## src/rtl/gol_neighbour_accumulator_pkg.sv

```systemverilog
// Shared types and constants for the game-of-life neighbour accumulator.
//   acc_state_t : FSM encoding (idle / counting / result held)
//   acc_dbg_t   : debug view of the accumulator (FSM state + adder carry)
//   BIRTH_COUNT / SURVIVE_COUNT : Conway rule thresholds
package gol_pkg;

  typedef enum logic [1:0] {
    S_IDLE  = 2'd0,
    S_COUNT = 2'd1,
    S_DONE  = 2'd2
  } acc_state_t;

  typedef struct packed {
    acc_state_t state;
    logic       carry;
  } acc_dbg_t;

  localparam int BIRTH_COUNT   = 3;
  localparam int SURVIVE_COUNT = 2;

endpackage

```

## src/rtl/gol_neighbour_accumulator_adder_n.sv

```systemverilog
// N-bit ripple adder used for the accumulate step.
//   a, b   : N-bit operands
//   c_in   : carry in
//   sum    : N-bit result
//   c_out  : carry out of the top bit
module adder_n #(
  parameter int N = 4
) (
  input  logic [N-1:0] a,
  input  logic [N-1:0] b,
  input  logic         c_in,
  output logic [N-1:0] sum,
  output logic         c_out
);

  always_comb begin
    {c_out, sum} = (N+1)'(a) + (N+1)'(b) + (N+1)'(c_in);
  end

endmodule

```

## src/rtl/gol_neighbour_accumulator.sv

```systemverilog
// Serial neighbour counter plus Conway rule stage.
//   clk, rst          : clock, synchronous active-low reset
//   i_valid / i_ready : input handshake; neighbours and state_in captured on accept
//   neighbours        : NEIGHBOURS live bits for one cell
//   state_in          : current cell state
//   o_valid / o_ready : output handshake
//   count             : number of live neighbours of the captured cell
//   next_state        : Conway next state of the captured cell
//   dbg               : FSM state and adder carry, for checkers
//
// Handshake: a transfer happens on a posedge where valid && ready are both
// high. Once o_valid rises, count and next_state stay stable until o_ready is
// seen; i_ready is high only in S_IDLE, so i_ready and o_valid are never high
// together.
module gol_neighbour_accumulator
  import gol_pkg::*;
#(
  parameter int N          = 4,
  parameter int NEIGHBOURS = 8
) (
  input  logic                  clk,
  input  logic                  rst,
  input  logic                  i_valid,
  output logic                  i_ready,
  input  logic [NEIGHBOURS-1:0] neighbours,
  input  logic                  state_in,
  output logic                  o_valid,
  input  logic                  o_ready,
  output logic [N-1:0]          count,
  output logic                  next_state,
  output acc_dbg_t              dbg
);

  if (NEIGHBOURS < 1) begin : g_bad_neighbours
    $error("gol_neighbour_accumulator: NEIGHBOURS must be >= 1");
  end
  if (N < $clog2(NEIGHBOURS + 1)) begin : g_bad_width
    $error("gol_neighbour_accumulator: N too small to hold NEIGHBOURS");
  end

  // idx must index 0..NEIGHBOURS-1; keep at least one bit when NEIGHBOURS==1.
  localparam int IW = (NEIGHBOURS > 1) ? $clog2(NEIGHBOURS) : 1;
  localparam logic [IW-1:0] LAST_IDX = IW'(NEIGHBOURS - 1);

  acc_state_t            state_q, state_d;
  logic [N-1:0]          acc_q, acc_d;
  logic [IW-1:0]         idx_q, idx_d;
  logic [NEIGHBOURS-1:0] shreg_q, shreg_d;
  logic                  cell_q, cell_d;

  logic [N-1:0]          add_sum;
  logic                  add_c_out;

  adder_n #(.N(N)) u_adder (
    .a     (acc_q),
    .b     (N'(shreg_q[0])),
    .c_in  (1'b0),
    .sum   (add_sum),
    .c_out (add_c_out)
  );

  // State register and datapath flops.
  always_ff @(posedge clk) begin
    if (!rst) begin
      state_q <= S_IDLE;
      acc_q   <= '0;
      idx_q   <= '0;
      shreg_q <= '0;
      cell_q  <= 1'b0;
    end else begin
      state_q <= state_d;
      acc_q   <= acc_d;
      idx_q   <= idx_d;
      shreg_q <= shreg_d;
      cell_q  <= cell_d;
    end
  end

  // Next-state logic.
  always_comb begin
    state_d = state_q;
    case (state_q)
      S_IDLE:  if (i_valid)          state_d = S_COUNT;
      S_COUNT: if (idx_q == LAST_IDX) state_d = S_DONE;
      S_DONE:  if (o_ready)          state_d = S_IDLE;
      default:                       state_d = S_IDLE;
    endcase
  end

  // Datapath next values: capture on accept, shift-and-add while counting.
  always_comb begin
    acc_d   = acc_q;
    idx_d   = idx_q;
    shreg_d = shreg_q;
    cell_d  = cell_q;
    case (state_q)
      S_IDLE: begin
        if (i_valid) begin
          shreg_d = neighbours;
          cell_d  = state_in;
          acc_d   = '0;
          idx_d   = '0;
        end
      end
      S_COUNT: begin
        acc_d   = add_sum;
        shreg_d = shreg_q >> 1;
        idx_d   = idx_q + IW'(1);
      end
      default: ;
    endcase
  end

  // Output logic.
  always_comb begin
    i_ready    = (state_q == S_IDLE);
    o_valid    = (state_q == S_DONE);
    count      = acc_q;
    next_state = (acc_q == N'(BIRTH_COUNT)) ||
                 (cell_q && (acc_q == N'(SURVIVE_COUNT)));
    dbg.state  = state_q;
    dbg.carry  = add_c_out;
  end

`ifdef SIMULATION
  // The accumulator is sized to hold NEIGHBOURS, so the adder can never carry.
  always @(posedge clk) begin
    if (rst && state_q == S_COUNT) begin
      assert (!add_c_out) else $error("adder carry out while counting");
    end
  end
`endif

endmodule

```

## config.mk

```make
export PLATFORM = sky130hd
export DESIGN_NAME = gol_neighbour_accumulator
export DESIGN_NICKNAME = d
export VERILOG_FILES = /design/src/rtl/gol_neighbour_accumulator_pkg.sv /design/src/rtl/gol_neighbour_accumulator_adder_n.sv /design/src/rtl/gol_neighbour_accumulator.sv
export SDC_FILE = /design/constraint.sdc
export NUM_CORES = 1
export LEC_CHECK = 0
export CORE_UTILIZATION = 48
export CTS_CLUSTER_DIAMETER = 100
export DETAILED_ROUTE_END_ITERATION = 10
export PLACE_DENSITY_LB_ADDON = 0.12
export SYNTH_ARGS = -nofsm -noshare
export SYNTH_HDL_FRONTEND = slang
export SYNTH_HIERARCHICAL = 1
export SYNTH_SLANG_ARGS = --single-unit
```

## constraint.sdc

```tcl
create_clock -name clk -period 2 [get_ports clk]
set_input_delay 0.3 -clock clk [delete_from_list [all_inputs] [get_ports clk]]
set_output_delay 0.3 -clock clk [all_outputs]
set_load 0.02 [all_outputs]
```

==> results.md, run 1 <==
* Sequential power share at 48.9%
* Vias in the first global route at 699
* Total CTS buffers at 3
* Drt initial violations at 5
* Critical Path RT at 1700 ps
* Clk pwr share at 27.9%
* Worst path most repeated cell: fa_2
* # IOs at 23
* Total track usage at 19.0%
* Multi-input gate area at 552 um^2
* Largest net degree at the start of global routing at 28
* CP delay by family, top: adder cells
* Total of max-cap violations at 0
* CORE AREA at 0.00178 mm^2
* DP Wirelength at 1320 um
* Worst Setup Start Kind: register
* Worst Path Buf+Inv at 2
* Max frequency at 519 MHz
* CTS H-tree lvls at 1
* Initial antenna violation count at 0
* Most common cell after layout, fill and taps aside: clkdlybuf4s50_1
* Fin cells at 161
* DIE HEIGHT at 46.4 um
* Final nets at 157
* Clk buf depth at 2
* Die area at 0.00215 mm^2
* Cell variety after synth at 29
* Clock root buffer: clkbuf_4
* Antenna fix cells at 0
* Critical-path top delay cell: dfxtp_2
* Clock sink total at 18
* P_sw at 222 uW
* Fin. max-slew vios at 0
* Post-synthesis register bit count at 18
* Status: finished clean
* ANT nets after route at 0
* Crit path kind: reg2out
* Pwr Density at 637 mW/mm^2
* Critical Path Source: shreg_q[0]
* Width of the die at 46.4 um
* GPL Wtd Cong at 0.745
* Final wirelength at 1800 um
* Cells along the critical path: fa_2, inv_2, fa_2, nor2b_1, o21ai_1, nand2b_1, buf_6
* Total grt overflow at 0
* Hold slack final at 471 ps
* Initial DRT Pass Iterations at 3
* Row count at 15
* Pint at 592 uW
* First-pass GRT wire length at 2910 um
* FF/Latch Area at 363 um^2
* Worst r2r src: shreg_q[0]
* Worst Hold Class: reg2reg
* DRC violations left at 0
* Vias at 838
* Util after Layout at 71.6%
* RSZ-0062 raised after global routing: true
* Critical Path Sink Type: output port
* Starting density of the core at 53.1%
* Final setup fails at 0
* Switching share of power at 27.2%
* Via density at 5.20
* CP max stage delay at 360 ps
* Placed cell areas at 0.00123 mm^2
* Total power at 814 uW
* Share of layout cells above drive strength 1 at 15.4%
* P&R area growth vs syn at 34.9%
* Gate power share at 23.2%
* Pleak at 0.000521 uW
* Cell area after layout at 0.00128 mm^2
* CTS tree: built
* Final Critical Period at 1930 ps
* Peak supply drop at 0.471 mV
* Clock skew at 5.10 ps
* Fin crit share at 96.4%
* Worst-path clk slew at 110 ps
* Fillcell total at 136
* Wire per inst at 11.2 um
* Dpl cells at 157
* Cell Area, Synth at 947 um^2
* Seq/Total Area, Yosys at 38.0%
* Min-delay src: shreg_q[7]
* Clock Latency Late Sink at 290 ps
* Arr. time, crit path at 1630 ps
* Port Buffers at 22
* Final Hold Fails at 0
* Post-CTS Setup Bufs at 0
* Average cell area after synthesis at 8.94 um^2
* Critical Path Fanout Max at 2
* Yosys warns at 6
* Cell count after synthesis at 106
* Most frequent cells in the layout: 20 x clkdlybuf4s50_1, 16 x dfxtp_1, 15 x nand2_1
==> cell families (layout without fill, tap and decap cells) <==
group,after synthesis,count (layout),share of synthesized area (%)
simple gates,29,29,15.3
compound gates,28,28,19.3
flops,18,18,38.0
buf+inv,13,39,5.81
mux,8,8,8.45
fa+ha+maj,7,7,10.8
xor+xnor,2,2,1.85
other cells,1,5,0.396
==> sequential cells by signal, indices dropped and copies added (netlist names) <==
| signal | flops |
|---|---|
| state_q | 2 |
| cell_q | 1 |
| idx_q | 3 |
| shreg_q | 8 |
| count | 4 |
==> metal layers <==
metal  vias up  global-route usage (%)  part of all wire [%]
met3         2                    5.88                   4.6
met4         0                    5.29                  0.67
met1       388                    24.7                    48
li1        429                       -                     -
met2        19                    30.0                    47
met5         -                       0                     0
==> worst min-delay path: stages, from the launching register on <==
cell	delay (ps)
dfxtp_1	320
nand2_1	50
o21ai_0	60
==> cell usage after synthesis <==
cell type,n,area [um^2]
clkbuf_1,3,11.3
nor2_1,3,11.3
nor2_2,1,6.26
o2bb2ai_1,1,8.76
nor3b_1,1,7.51
a21oi_1,1,5.00
buf_1,1,3.75
nand2b_1,3,18.8
buf_2,2,10.0
dfxtp_1,18,360
or3b_4,1,11.3
a21oi_2,1,8.76
nand4_1,1,6.26
nor2b_1,2,12.5
conb_1,1,3.75
o22ai_1,7,43.8
buf_4,1,7.51
and2_1,1,6.26
nand2_1,15,56.3
inv_1,6,22.5
xnor2_1,2,17.5
o21ai_0,9,45.0
nor4b_1,1,8.76
a21o_1,1,7.51
o211ai_1,7,52.6
mux2i_1,8,80.1
ha_1,5,62.6
a41o_2,1,11.3
fa_1,2,40.0
==> layout make-up <==
type,count,area share [%]
Multi-Input combinational cell,79,43.2
Sequential cell,18,28.4
Timing Repair Buffer,29,21.4
Clock buffer,4,2.84
Tap cell,25,2.45
Inverter,6,1.76
==> stage by stage <==
step	setup WS, ps	setup TNS (ps)
after floorplan	181	0
final	72.0	0
after global placement	-97.5	-97.5
after CTS	23.9	0
after detailed placement	-118	-118
after global routing	-42.2	-42.2
==> final timing paths <==
path / to / slack (ps) / cells past startpoint
setup / recovery: dbg[0] / 70 / 7
hold / removal: shreg_q[7] / 470 / 2
setup reg to reg: count[1] / 480 / 6
hold reg to reg: shreg_q[7] / 470 / 2
==> power groups by stage <==
| stage | registers (uW) | logic, uW | clock network (uW) |
|---|---|---|---|
| 2_1_floorplan | 413 | 104 | 0 |
| 6_report | 398 | 189 | 227 |
| 3_5_place_dp | 406 | 186 | 0 |
| 3_3_place_gp | 404 | 184 | 0 |
| 5_1_grt | 401 | 208 | 245 |
| 4_1_cts | 398 | 187 | 230 |
==> what timing repair did <==
item | in CTS | in global routing
pin swaps | 0 | 2
hold buffers | 0 | 0
gates resized for setup | 9 | 4
setup endpoints to repair | 2 | 1
endpoints found under the hold margin | 0 | 0
Power figures use the tool's default switching activity.
==> run 2: changes to the inputs <==
--- a/config.mk
+++ b/config.mk
@@ -5,11 +5,11 @@
 export SDC_FILE = /design/constraint.sdc
 export NUM_CORES = 1
 export LEC_CHECK = 0
-export CORE_UTILIZATION = 48
+export ABC_AREA = 1
+export CORE_UTILIZATION = 47
 export CTS_CLUSTER_DIAMETER = 100
 export DETAILED_ROUTE_END_ITERATION = 10
 export PLACE_DENSITY_LB_ADDON = 0.12
 export SYNTH_ARGS = -nofsm -noshare
 export SYNTH_HDL_FRONTEND = slang
-export SYNTH_HIERARCHICAL = 1
 export SYNTH_SLANG_ARGS = --single-unit
==> results.md, run 2 <==
* Status: finished clean
* Average cell area after synthesis at 6.95 um^2 (-22%)
* Cell variety after synth at 19 (-34%)
* # hold bufs at CTS at 0 (unchanged)
* Multi-input gate area at 443 um^2 (-20%)
* First-pass GRT wire length at 3240 um (+11%)
* Hold slack final at 479 ps (+8.09 ps)
* Worst-path clk slew at 110 ps (about the same)
* FF/Latch Area at 360 um^2 (-0.69%)
* Vias at 895 (+6.8%)
* Final Hold Fails at 0 (unchanged)
* Largest net degree at the start of global routing at 16 (-43%)
* Arr. time, crit path at 1530 ps (-100 ps)
* Clock skew at 2.15 ps (-2.95 ps)
* Via density at 4.89 (-6.0%)
* Yosys warns at 0 (-6)
* CP max stage delay at 390 ps (+30 ps)
* Antenna fix cells at 0 (unchanged)
* Total CTS buffers at 3 (unchanged)
* Cell count after synthesis at 134 (+26%)
* Cells along the critical path: ha_1, ha_1, inv_1, nor2_1, dlygate4sd2_1
* CORE AREA at 0.00178 mm^2 (unchanged)
* Final nets at 176 (+12%)
* Worst path most repeated cell: ha_1
* ANT nets after route at 0 (unchanged)
* Max frequency at 547 MHz (+5.4%)
* Count leader, synth: nand2_1
* Final setup fails at 0 (unchanged)
* Worst Setup Start Kind: register
* Post-synthesis register bit count at 18 (unchanged)
* Biggest register: shreg_q
* Final Critical Period at 1830 ps (-98.9 ps)
* Initial DRT Pass Iterations at 6 (+3)
* Seq/Total Area, Yosys at 38.7% (+0.66 points)
* Worst Path Buf+Inv at 2 (unchanged)
* Largest cells by area after synthesis: dfxtp_1 39%, nand2_1 15%, inv_1 8.1%
* DRC violations left at 0 (unchanged)
* Die area at 0.00216 mm^2 (+0.37%)
* CTS tree: built
* Fin. max-slew vios at 0 (unchanged)
* Fin cells at 183 (+14%)
* Starting density of the core at 52.2% (-0.91 points)
* Total power at 765 uW (-6.0%)
* Pwr Density at 633 mW/mm^2 (-0.57%)
* Total of max-cap violations at 0 (unchanged)
* Synth cell count leaders: 36 x nand2_1, 20 x inv_1, 18 x dfxtp_1
* CP delay by family, top: flip-flops
* Critical Path RT at 1700 ps (about the same)
* Peak supply drop at 0.504 mV (+7.1%)
* Clock Latency Late Sink at 300 ps (about the same)
* Fillcell total at 160 (+18%)
* Critical Path Fanout Max at 4 (+2)
* Cell Area, Synth at 931 um^2 (-1.7%)
* RSZ-0062 raised after global routing: false
* DP Wirelength at 1410 um (+6.9%)
* DIE HEIGHT at 46.5 um (+0.18%)
* Slew headroom at 74.2%
* P&R area growth vs syn at 29.7%
* Post-synth EDFFs at 0 (unchanged)
* Width of the die at 46.5 um (+0.18%)
* Initial antenna violation count at 0 (unchanged)
* Yosys top cell by area: dfxtp_1
* Vias in the first global route at 782 (+12%)
* CTS H-tree lvls at 1 (unchanged)
* Most frequent cells in the layout: 36 x nand2_1, 20 x inv_1, 19 x clkdlybuf4s50_1
* Row count at 15 (unchanged)
* Total grt overflow at 0 (unchanged)
* Critical Path Sink Type: output port
* Worst Hold Class: reg2reg
* Max reg flops at 8 (unchanged)
* Synth Net Count at 151
* Share of layout cells above drive strength 1 at 8.86% (-6.6 points)
* Pleak at 0.000579 uW (+11%)
* Crit path kind: reg2out
* GPL Wtd Cong at 0.727 (-2.4%)
* Clock sink total at 18 (unchanged)
* Drt initial violations at 10 (+5)
* Port Buffers at 22 (unchanged)
* Total track usage at 21.8% (+2.8 points)
* Final wirelength at 2020 um (+12%)
* Clk buf depth at 2 (unchanged)
* Dpl cells at 179 (+14%)
* Wire per inst at 11.0 um (-1.2%)
* Critical-path top delay cell: dfxtp_1
* Async set-reset flop share out of synthesis at 0% (unchanged)
* Setup_tns at 0 ps (unchanged)
* # IOs at 23 (unchanged)
* Clock root buffer: clkbuf_4
* Most common cell after layout, fill and taps aside: nand2_1
* Slew @ Worst Pin at 386 ps
* Post-synth top flop: dfxtp_1
* Area fraction of the dominant cell type after synthesis at 38.7% (+0.66 points)
* Fin crit share at 91.5% (-4.9 points)
run 2: changes by cell type in the layout (fill, tap and decap cells not counted), sizes merged, moves of 3 or more:
cell / previous run / this run
o211ai: 7 / 0
conb: 5 / 0
o21ai: 9 / 3
buf: 8 / 4
nand3b: 0 / 7
a21oi: 2 / 10
nor2: 4 / 16
nand2b: 3 / 0
o22ai: 7 / 0
inv: 6 / 21
nand3: 0 / 10
mux2i: 8 / 0
nand2: 15 / 36
run 2: kinds of logic after synthesis:
family / count (synthesis) / synth area share [%]
and+or+nand+nor: 71 / 34.0
buffers and inverters: 28 / 13.7
adders and majority gates: 4 / 5.38
DFF: 18 / 38.7
AOI/OAI and AO/OA: 13 / 8.20
run 2: report_power, final:
group / total (uW) / leakage (uW) / switching (uW) / internal (uW)
logic: 141 / 0.000411 / 75.6 / 65.7
registers: 390 / 0.000148 / 10.9 / 379
clock network: 233 / 0.0000210 / 122 / 111
run 2: worst paths after layout:
path         startpoint    endpoint  slack [ps]  cells after the start
max            count[0]      dbg[0]         170                      5
min reg2reg    idx_q[1]    idx_q[1]         480                      2
max reg2reg  state_q[0]  shreg_q[0]         790                      5
min            idx_q[1]    idx_q[1]         480                      2
run 2: per-layer routing:
| layer | wire (um) | up-vias | global-route usage [%] |
|---|---|---|---|
| met5 | 0 | - | 0 |
| met4 | 15 | 0 | 8.24 |
| met3 | 113 | 2 | 9.41 |
| met2 | 1030 | 21 | 36.1 |
| met1 | 862 | 411 | 24.4 |
| li1 | - | 461 | - |
run 2: worst register-to-register path, cell delays in order, from the launching register on:
cell     delay, ps
dfxtp_1        390
o21ai_2        340
buf_4          230
nand2_1         60
inv_1           60
nor2_1          50
run 2: what timing repair did:
action,CTS,global route
buffers inserted,0,0
setup endpoints to repair,1,2
resized for setup,1,2
run 2: final cells by class:
type / instances / share of cell area (%)
inverter: 22 / 6.84
timing repair buffer: 26 / 21.0
tap: 25 / 2.59
clock buffer: 4 / 3.01
multi-input combinational: 88 / 36.7
sequential: 18 / 29.8
run 2: through the flow:
step | cell area, um^2 | util [%] | setup slack (ps)
floorplan | 931 | - | 608
finish | 1210 | 67.7 | 171
global placement | 1170 | 65.5 | 282
CTS | 1200 | 67.4 | 65.5
detailed placement | 1170 | 65.5 | 232
global route | 1210 | 67.7 | 54.2
